## src/rtl/alu_seg_readback_if.sv

```systemverilog
// Command, ALU-drive and response bundle between a sequencer/ALU pair and the read-back block.
// Latency: none, this is wiring only.
// Backpressure: cmd_valid/cmd_ready and rsp_valid/rsp_ready handshakes carried as-is.
interface alu_seg_readback_if;
    logic       cmd_valid;
    logic       cmd_ready;
    logic [3:0] cmd_a;
    logic [3:0] cmd_b;
    logic [2:0] cmd_op;
    logic [3:0] alu_a;
    logic [3:0] alu_b;
    logic [2:0] alu_op;
    logic [6:0] alu_seg;
    logic       rsp_valid;
    logic       rsp_ready;
    logic [3:0] rsp_value;
    logic [2:0] rsp_op;
    logic       rsp_err;
    logic [7:0] err_count;

    // Read-back block side.
    modport slave (
        input  cmd_valid, cmd_a, cmd_b, cmd_op, alu_seg, rsp_ready,
        output cmd_ready, alu_a, alu_b, alu_op, rsp_valid, rsp_value, rsp_op, rsp_err, err_count
    );

    // Sequencer plus ALU side.
    modport master (
        output cmd_valid, cmd_a, cmd_b, cmd_op, alu_seg, rsp_ready,
        input  cmd_ready, alu_a, alu_b, alu_op, rsp_valid, rsp_value, rsp_op, rsp_err, err_count
    );
endinterface

```

## src/rtl/alu_seg_readback.sv

```systemverilog
// Drives ALU operands from accepted commands, double-samples the 7-segment output and decodes it back.
// Latency: response valid SETTLE_CYCLES+2 cycles after accept, plus SETTLE_CYCLES+2 per retry.
// Backpressure: one command in flight, cmd_ready low until the response handshake; RESP holds while rsp_ready low.
module alu_seg_readback #(
    parameter int SETTLE_CYCLES = 2,
    parameter int MAX_RETRY     = 3
) (
    input logic              clk,
    input logic              rst_n,
    alu_seg_readback_if.slave bus
);

    typedef enum logic [2:0] {
        IDLE   = 3'd0,
        SETTLE = 3'd1,
        SAMP1  = 3'd2,
        SAMP2  = 3'd3,
        RESP   = 3'd4
    } state_t;

    localparam logic [3:0] SETTLE_LAST = 4'(SETTLE_CYCLES - 1);
    localparam logic [2:0] RETRY_LIMIT = 3'(MAX_RETRY);

    state_t     state;
    logic [3:0] settle_cnt;
    logic [2:0] retry_cnt;
    logic [6:0] s1;

    logic       cmd_ready;
    logic [3:0] alu_a;
    logic [3:0] alu_b;
    logic [2:0] alu_op;
    logic       rsp_valid;
    logic [3:0] rsp_value;
    logic [2:0] rsp_op;
    logic       rsp_err;
    logic [7:0] err_count;

    logic [6:0] seg_hi;
    logic [3:0] dec_value;
    logic       dec_ok;

    assign seg_hi = ~bus.alu_seg;

    // Glyph-to-digit decode of the active-high segment pattern; anything off-table is invalid.
    always_comb begin
        dec_value = 4'h0;
        dec_ok    = 1'b1;
        case (seg_hi)
            7'h3F: dec_value = 4'h0;
            7'h06: dec_value = 4'h1;
            7'h5B: dec_value = 4'h2;
            7'h4F: dec_value = 4'h3;
            7'h66: dec_value = 4'h4;
            7'h6D: dec_value = 4'h5;
            7'h7D: dec_value = 4'h6;
            7'h07: dec_value = 4'h7;
            7'h7F: dec_value = 4'h8;
            7'h6F: dec_value = 4'h9;
            7'h77: dec_value = 4'hA;
            7'h7C: dec_value = 4'hB;
            7'h39: dec_value = 4'hC;
            7'h5E: dec_value = 4'hD;
            7'h79: dec_value = 4'hE;
            7'h71: dec_value = 4'hF;
            default: dec_ok = 1'b0;
        endcase
    end

    // Control FSM with all handshake and ALU-drive outputs registered.
    always_ff @(posedge clk) begin
        if (!rst_n) begin
            state      <= IDLE;
            settle_cnt <= 4'd0;
            retry_cnt  <= 3'd0;
            s1         <= 7'd0;
            cmd_ready  <= 1'b0;
            alu_a      <= 4'd0;
            alu_b      <= 4'd0;
            alu_op     <= 3'd0;
            rsp_valid  <= 1'b0;
            rsp_value  <= 4'd0;
            rsp_op     <= 3'd0;
            rsp_err    <= 1'b0;
            err_count  <= 8'd0;
        end else begin
            case (state)
                IDLE: begin
                    // cmd_ready comes back one cycle after reset release.
                    if (cmd_ready && bus.cmd_valid) begin
                        alu_a      <= bus.cmd_a;
                        alu_b      <= bus.cmd_b;
                        alu_op     <= bus.cmd_op;
                        settle_cnt <= 4'd0;
                        retry_cnt  <= 3'd0;
                        cmd_ready  <= 1'b0;
                        state      <= SETTLE;
                    end else begin
                        cmd_ready <= 1'b1;
                    end
                end
                SETTLE: begin
                    if (settle_cnt == SETTLE_LAST) begin
                        settle_cnt <= 4'd0;
                        state      <= SAMP1;
                    end else begin
                        settle_cnt <= settle_cnt + 4'd1;
                    end
                end
                SAMP1: begin
                    s1    <= bus.alu_seg;
                    state <= SAMP2;
                end
                SAMP2: begin
                    if (bus.alu_seg == s1) begin
                        rsp_value <= dec_ok ? dec_value : 4'd0;
                        rsp_err   <= ~dec_ok;
                        rsp_op    <= alu_op;
                        rsp_valid <= 1'b1;
                        state     <= RESP;
                    end else if (retry_cnt < RETRY_LIMIT) begin
                        // Retry is granted before the count is bumped, so MAX_RETRY retries follow the first attempt.
                        retry_cnt <= retry_cnt + 3'd1;
                        state     <= SETTLE;
                    end else begin
                        rsp_value <= 4'd0;
                        rsp_err   <= 1'b1;
                        rsp_op    <= alu_op;
                        rsp_valid <= 1'b1;
                        state     <= RESP;
                    end
                end
                RESP: begin
                    if (bus.rsp_ready) begin
                        if (rsp_err && (err_count != 8'hFF)) begin
                            err_count <= err_count + 8'd1;
                        end
                        rsp_valid <= 1'b0;
                        cmd_ready <= 1'b1;
                        state     <= IDLE;
                    end
                end
                default: begin
                    state <= IDLE;
                end
            endcase
        end
    end

    assign bus.cmd_ready = cmd_ready;
    assign bus.alu_a     = alu_a;
    assign bus.alu_b     = alu_b;
    assign bus.alu_op    = alu_op;
    assign bus.rsp_valid = rsp_valid;
    assign bus.rsp_value = rsp_value;
    assign bus.rsp_op    = rsp_op;
    assign bus.rsp_err   = rsp_err;
    assign bus.err_count = err_count;

endmodule
```

## src/flat_wrapper.sv

```systemverilog
// flat-port wrapper written by rule: the top's interface ports become plain ports
module alu_seg_readback_flat 
#(
    parameter int SETTLE_CYCLES = 2,
    parameter int MAX_RETRY     = 3
)
  (clk, rst_n, bus_cmd_valid, bus_cmd_a, bus_cmd_b, bus_cmd_op, bus_alu_seg, bus_rsp_ready, bus_cmd_ready, bus_alu_a, bus_alu_b, bus_alu_op, bus_rsp_valid, bus_rsp_value, bus_rsp_op, bus_rsp_err, bus_err_count);
  alu_seg_readback_if bus_i ();
  input logic clk;
  input logic rst_n;
  input wire logic [$bits(bus_i.cmd_valid)-1:0] bus_cmd_valid;
  input wire logic [$bits(bus_i.cmd_a)-1:0] bus_cmd_a;
  input wire logic [$bits(bus_i.cmd_b)-1:0] bus_cmd_b;
  input wire logic [$bits(bus_i.cmd_op)-1:0] bus_cmd_op;
  input wire logic [$bits(bus_i.alu_seg)-1:0] bus_alu_seg;
  input wire logic [$bits(bus_i.rsp_ready)-1:0] bus_rsp_ready;
  output wire logic [$bits(bus_i.cmd_ready)-1:0] bus_cmd_ready;
  output wire logic [$bits(bus_i.alu_a)-1:0] bus_alu_a;
  output wire logic [$bits(bus_i.alu_b)-1:0] bus_alu_b;
  output wire logic [$bits(bus_i.alu_op)-1:0] bus_alu_op;
  output wire logic [$bits(bus_i.rsp_valid)-1:0] bus_rsp_valid;
  output wire logic [$bits(bus_i.rsp_value)-1:0] bus_rsp_value;
  output wire logic [$bits(bus_i.rsp_op)-1:0] bus_rsp_op;
  output wire logic [$bits(bus_i.rsp_err)-1:0] bus_rsp_err;
  output wire logic [$bits(bus_i.err_count)-1:0] bus_err_count;
  assign bus_i.cmd_valid = bus_cmd_valid;
  assign bus_i.cmd_a = bus_cmd_a;
  assign bus_i.cmd_b = bus_cmd_b;
  assign bus_i.cmd_op = bus_cmd_op;
  assign bus_i.alu_seg = bus_alu_seg;
  assign bus_i.rsp_ready = bus_rsp_ready;
  assign bus_cmd_ready = bus_i.cmd_ready;
  assign bus_alu_a = bus_i.alu_a;
  assign bus_alu_b = bus_i.alu_b;
  assign bus_alu_op = bus_i.alu_op;
  assign bus_rsp_valid = bus_i.rsp_valid;
  assign bus_rsp_value = bus_i.rsp_value;
  assign bus_rsp_op = bus_i.rsp_op;
  assign bus_rsp_err = bus_i.rsp_err;
  assign bus_err_count = bus_i.err_count;
  alu_seg_readback #(.SETTLE_CYCLES(SETTLE_CYCLES), .MAX_RETRY(MAX_RETRY)) u_core (.clk(clk), .rst_n(rst_n), .bus(bus_i));
endmodule
```

## config.mk

```make
export PLATFORM = sky130hd
export DESIGN_NAME = alu_seg_readback_flat
export DESIGN_NICKNAME = d
export VERILOG_FILES = /design/src/rtl/alu_seg_readback_if.sv /design/src/rtl/alu_seg_readback.sv /design/src/flat_wrapper.sv
export SDC_FILE = /design/constraint.sdc
export NUM_CORES = 1
export LEC_CHECK = 0
export ABC_AREA = 1
export ABC_CLOCK_PERIOD_IN_PS = 2900
export BUFFER_PORTS_ARGS = -buffer_cell sky130_fd_sc_hd__buf_2
export CAP_MARGIN = 20
export CELL_PAD_IN_SITES_DETAIL_PLACEMENT = 1
export CELL_PAD_IN_SITES_GLOBAL_PLACEMENT = 1
export CORE_ASPECT_RATIO = 1.2
export CORE_UTILIZATION = 40
export CTS_BUF_LIST = sky130_fd_sc_hd__clkbuf_16
export DETAILED_ROUTE_END_ITERATION = 10
export PLACE_DENSITY_LB_ADDON = 0.1
export SLEW_MARGIN = 20
export SYNTH_ARGS = -nofsm -noshare
export SYNTH_HDL_FRONTEND = slang
export SYNTH_SLANG_ARGS = --single-unit
```

## constraint.sdc

```tcl
create_clock -name clk -period 2.9 [get_ports clk]
set_clock_uncertainty 0.1 [all_clocks]
set_input_delay 0.145 -clock clk [delete_from_list [all_inputs] [get_ports clk]]
set_output_delay 0.145 -clock clk [all_outputs]
set_load 0.03 [all_outputs]
```

-- Yosys cells after proc, flatten, opt, wreduce, memory -nomap -nowiden
Cells that the tools add are included.
- flip-flop bits (word level): 46
- input port bits: 22
- output and inout port bits: 29
- word-level logic and storage cells: 93
- add/subtract/negate cells: 3
- $lt $le $gt $ge: 1
- equal/unequal tests: 30
- multiplexer cells: 28
- bitwise gates (word level): 2
- reduce and logical (&&, ||, !) cells: 16
- operator list (cell ; number):
    7-bit == test (second input constant) ; 12
    4-bit one-hot mux with 15 select lines ; 1
    3-bit two-way mux ; 10
    4-bit two-way mux ; 5
    16-bit OR reduction ; 1
    3-bit one-hot mux with 5 select lines ; 1
    7-bit by 3-bit == test with 1-bit output (second input constant) ; 2
    7-bit by 6-bit == test with 1-bit output (second input constant) ; 2
    3-bit AND reduction ; 3
    8-bit by 1-bit adder with 8-bit output (second input constant) ; 1
    2-bit by 1-bit inequality test with 1-bit output (second input constant) ; 4
    8-bit inequality test (second input constant) ; 1
    4-bit one-hot mux with 2 select lines ; 1
    2-bit AND reduction ; 4
    2-bit nonzero test ; 4
    7-bit == test ; 1
    1-bit two-way mux ; 7
    7-bit NOT ; 1
    3-bit by 2-bit == test with 1-bit output (second input constant) ; 2
    3-bit one-hot mux with 2 select lines ; 1
    4-bit by 1-bit adder with 4-bit output (second input constant) ; 1
    4-bit by 1-bit == test with 1-bit output (second input constant) ; 1
    2-bit inequality test (second input constant) ; 2
    1-bit one-hot mux with 2 select lines ; 2
    other kinds (9) ; 10

-- Longest topological paths before layout
- word-level depth: 6
- gate-level depth with buffers: 12
- gate-level depth less buffers: 12

-- Worst setup path after synthesis
Ideal clock, no wire load.
- kind: reg2reg
- from: register u_core.err_count[5] (netlist: u_core.bus.err_count[5])
- to: register u_core.err_count[0] (netlist: u_core.bus.err_count[0])
- library setup time: 0.138 ns
- arrival: 1.348 ns
- required time: 2.662 ns
- path slack: 1.314 ns
- stages on the path, launching flop included: 8
- path buffers: 0
- period minus slack after synthesis: 1.586 ns
- cells stage by stage: dfxtp_1 -> inv_1 -> nor3_1 -> nand4_1 -> nand2_2 -> inv_2 -> o21ai_1 -> a21oi_1
- cells in the longest elaborated chain, start to end: 3
- RTL lines (item ; line ; RTL):
    start: declaration ; alu_seg_readback.sv:37 ; logic [7:0] err_count;
    start signal: assignment ; alu_seg_readback.sv:136 ; err_count <= err_count + 8'd1;
    8-bit inequality test ; alu_seg_readback.sv:135 ; if (rsp_err && (err_count != 8'hFF)) begin
    1-bit logical AND ; alu_seg_readback.sv:135 ;
    3-bit AND reduction (no line) ; -- ;
Every way passes these cells.
A chain may end at the register's enable or synchronous reset.

-- Final worst setup path
- from: register u_core.state[0]
- to: register u_core.settle_cnt[2]
- cells in the longest elaborated chain, start to end: 3
- elaborated cells between the ends (all ways): 6
- classes of those cells: eq/ne (2); mux (1); reduce/logical (3)
- RTL lines (item ; line ; RTL):
    start: declaration ; alu_seg_readback.sv:24 ; state_t state;
    start signal: assignment ; alu_seg_readback.sv:73 ; state <= IDLE;
    start signal: assignment ; alu_seg_readback.sv:97 ; state <= SETTLE;
    start signal: assignment ; alu_seg_readback.sv:105 ; state <= SAMP1;
    3-bit by 1-bit == test with 1-bit output / 3-bit logical NOT (equally long branches) ; alu_seg_readback.sv:87 ; case (state)
    2-bit nonzero test (no line) / 2-bit by 1-bit inequality test with 1-bit output (equally long branches) ; -- ;
    2-bit AND reduction (no line) ; -- ;
    end signal: assignment ; alu_seg_readback.sv:107 ; settle_cnt <= settle_cnt + 4'd1;
    end: declaration ; alu_seg_readback.sv:25 ; logic [3:0] settle_cnt;
Several ways; a longest one is shown, not always the timed one.

==> results.toml <==
[outcome]
run_status = "complete, no violations"

[power_and_ir_drop]
leakage_nw = 1.48
max-vdd-ir-drop_mv = 0.403
p_per_area_mw_per_mm2 = 592

[yosys]
synthArstFlopShare = 0
synth-edff-count = 0
synth_area_mm2 = 0.00236
synth.most_common_cell = "nand2_1"
postSynthNetCount = 394
ys_seq_area_frac = 0.389
synthTopCellsByCount = "nand2_1 (101), nor2_1 (63), dfxtp_1 (46)"
post_synth.cell_area_avg_um2 = 6.39
synth.distinct_cells = 27
yosysTopAreaCell = "dfxtp_1"
ys_ff_latch = 46
synth_area_leaders = "dfxtp_1 (39%), nand2_1 (16%), nor2_1 (10%)"
yosysWarnings = 0
netlist.area_leader.share = 0.389
synth-main-ff-cell = "dfxtp_1"
synthCells = 370

[routing]
wl_met1_mm = 2.94
wl_met3_um = 231
routed_wl_mm = 6.40
top_layer = "met4"
postRouteAntennaNets = 0
wl_met2_mm = 3.16
firstDrtPassIters = 4
drtIter0Drc = 59
via_count = 2485
wl_per_cell_um = 12.5
drc = 0
viasPerCell = 4.85

[sta]
slew_violations = 0
min_period_over_period = 0.607
tightest_slew_ps = 524
slew_headroom = 0.651
rsz0062_at_grt = "false"
fmax_mhz = 568
finalSetupTns_ps = 0
setup_viol = 0
hold_viol_final = 0
min_period_ps = 1760
worst_slack_ps = 1140

[die]
initial_core_util = 0.417
dieArea_mm2 = 0.00622
io_pins = 51
core_mm2 = 0.00567
die_h_um = 86.2
rows = 30
die_x_um = 72.2

[clocking]
post_cts_resized = 0
htree_levels = 2
cts_sinks = 46
path_clk_slew_ps = 70
cts_buffers = 5
cts_max_path_buffers = 2
cts_tree = "built"
clockRootBuffer = "clkbuf_16"
insertion_delay_ps = 280
cts_setup_buffers = 0

[finish]
fin_area_mm2 = 0.00294
layout-drive-gt1-share = 0.167
fillers = 794
diodes = 0
areaGrowthSynthToFinish_pct = 24.3
multi_input_area_mm2 = 0.00122
fin_util = 0.519
nets = 455
regArea_um2 = 921

[place]
placed_area_mm2 = 0.00269
io_buffers = 50
dp_hpwl_mm = 4.60
gp_congestion = 0.871
dpl_worst_slack_ps = 1130

[global_route]
grt_first_pass_wirelength_mm = 10.8
antenna_found_initial = 0
grt_max_degree = 33
grt_pass1_vias = 2472
groute.usage.overall = 0.219
overflow = 0

[critical_path]
startpoint_type = "flop"
reg2reg_depth = 9
path_class = "flop to flop"
reg2reg_slack_ps = 1140
reg2reg_to = "u_core.settle_cnt[2]"
endpoint_kind = "flop"
cp_max_fo = 15
r2r_start = "u_core.state[0]"
worstPathArrival_ps = 1870
cp.required_ps = 3010

[min_path]
holdPathStages = 3
min_to = "u_core.s1[3]"
min_from = "bus_alu_seg[3]"
hold_path_class = "input port to flop"

[run]
maxCapViolCount = 0
## flip-flops by register name, indices dropped and copies added, names as in the netlist
name,flops
u_core.s1,7
u_core.bus.rsp_err,1
u_core.bus.alu_op,3
u_core.bus.rsp_valid,1
u_core.bus.rsp_op,3
u_core.bus.rsp_value,4
u_core.bus.alu_a,4
u_core.bus.alu_b,4
u_core.retry_cnt,3
u_core.settle_cnt,4
u_core.bus.err_count,8
u_core.state,3
u_core.bus.cmd_ready,1
## layer usage
metal | track usage | up-vias
met5 | 0 | -
met4 | 0.0642 | 0
met3 | 0.0465 | 6
met2 | 0.396 | 40
met1 | 0.258 | 1150
li1 | - | 1289
## cell usage in the layout, fill, tap and decap left out, types with 4 or more instances in the layout
master and instances:
clkbuf_16 5, buf_2 50, nand2_1 101, dlygate4sd3_1 11
dfxtp_1 46, inv_2 5, inv_1 43, nor2_1 63
o21ai_0 27, nand3_1 19, xor2_1 4, nand4_1 7
a21oi_1 25
## critical path: stages (launching register included)
cell and delay [ps]:
dfxtp_1 410, nor2_1 100, nand2_1 110, nor2_1 50, buf_4 160, inv_1 350, nand2_1 130, inv_1 100
nand2_1 50, a21oi_1 130
## through the flow
| stage | hold slack [ps] | power, mW | std cells |
|---|---|---|---|
| after floorplan | 180 | 1.05 | 370 |
| after global placement | 267 | 1.17 | 493 |
| after detailed placement | 272 | 1.18 | 493 |
| after CTS | 108 | 1.76 | 512 |
| after global routing | 160 | 1.84 | 512 |
| final | 114 | 1.74 | 512 |
## cell type report
type	instances	area share
multi-input combinational	267	0.416
timing repair buffer	62	0.125
clock buffer	5	0.0426
inverter	49	0.0634
sequential	46	0.313
clock inverter	3	0.00553
tap	80	0.0340
## power by group
group          switching (mW)  internal (mW)
clock network           0.247          0.315
logic                   0.302          0.131
registers              0.0484          0.698
## how the worst max path moves through the flow
stage,from,end,slack [ps],cells past startpoint
after floorplan,u_core.bus.err_count[5],u_core.bus.err_count[0],1310,7
after global placement,u_core.state[1],u_core.settle_cnt[0],1210,9
after detailed placement,u_core.state[0],u_core.settle_cnt[2],1130,9
after CTS,u_core.state[0],u_core.settle_cnt[2],1110,9
after global routing,u_core.state[0],u_core.settle_cnt[2],910,9
final,u_core.state[0],u_core.settle_cnt[2],1140,9
## cell families after synthesis
group | count (synthesis) | synth area share
buf+inv | 57 | 0.0931
flops | 46 | 0.389
xor+xnor | 7 | 0.0259
fa+ha+maj | 2 | 0.0106
simple gates | 201 | 0.357
compound gates | 57 | 0.124
## timing repair
action | CTS | global route
endpoints found under the setup margin | 0 | 0
endpoints found under the hold margin | 11 | 0
hold buffers | 11 | 0
Note: power is estimated with default switching activity, not from simulation.
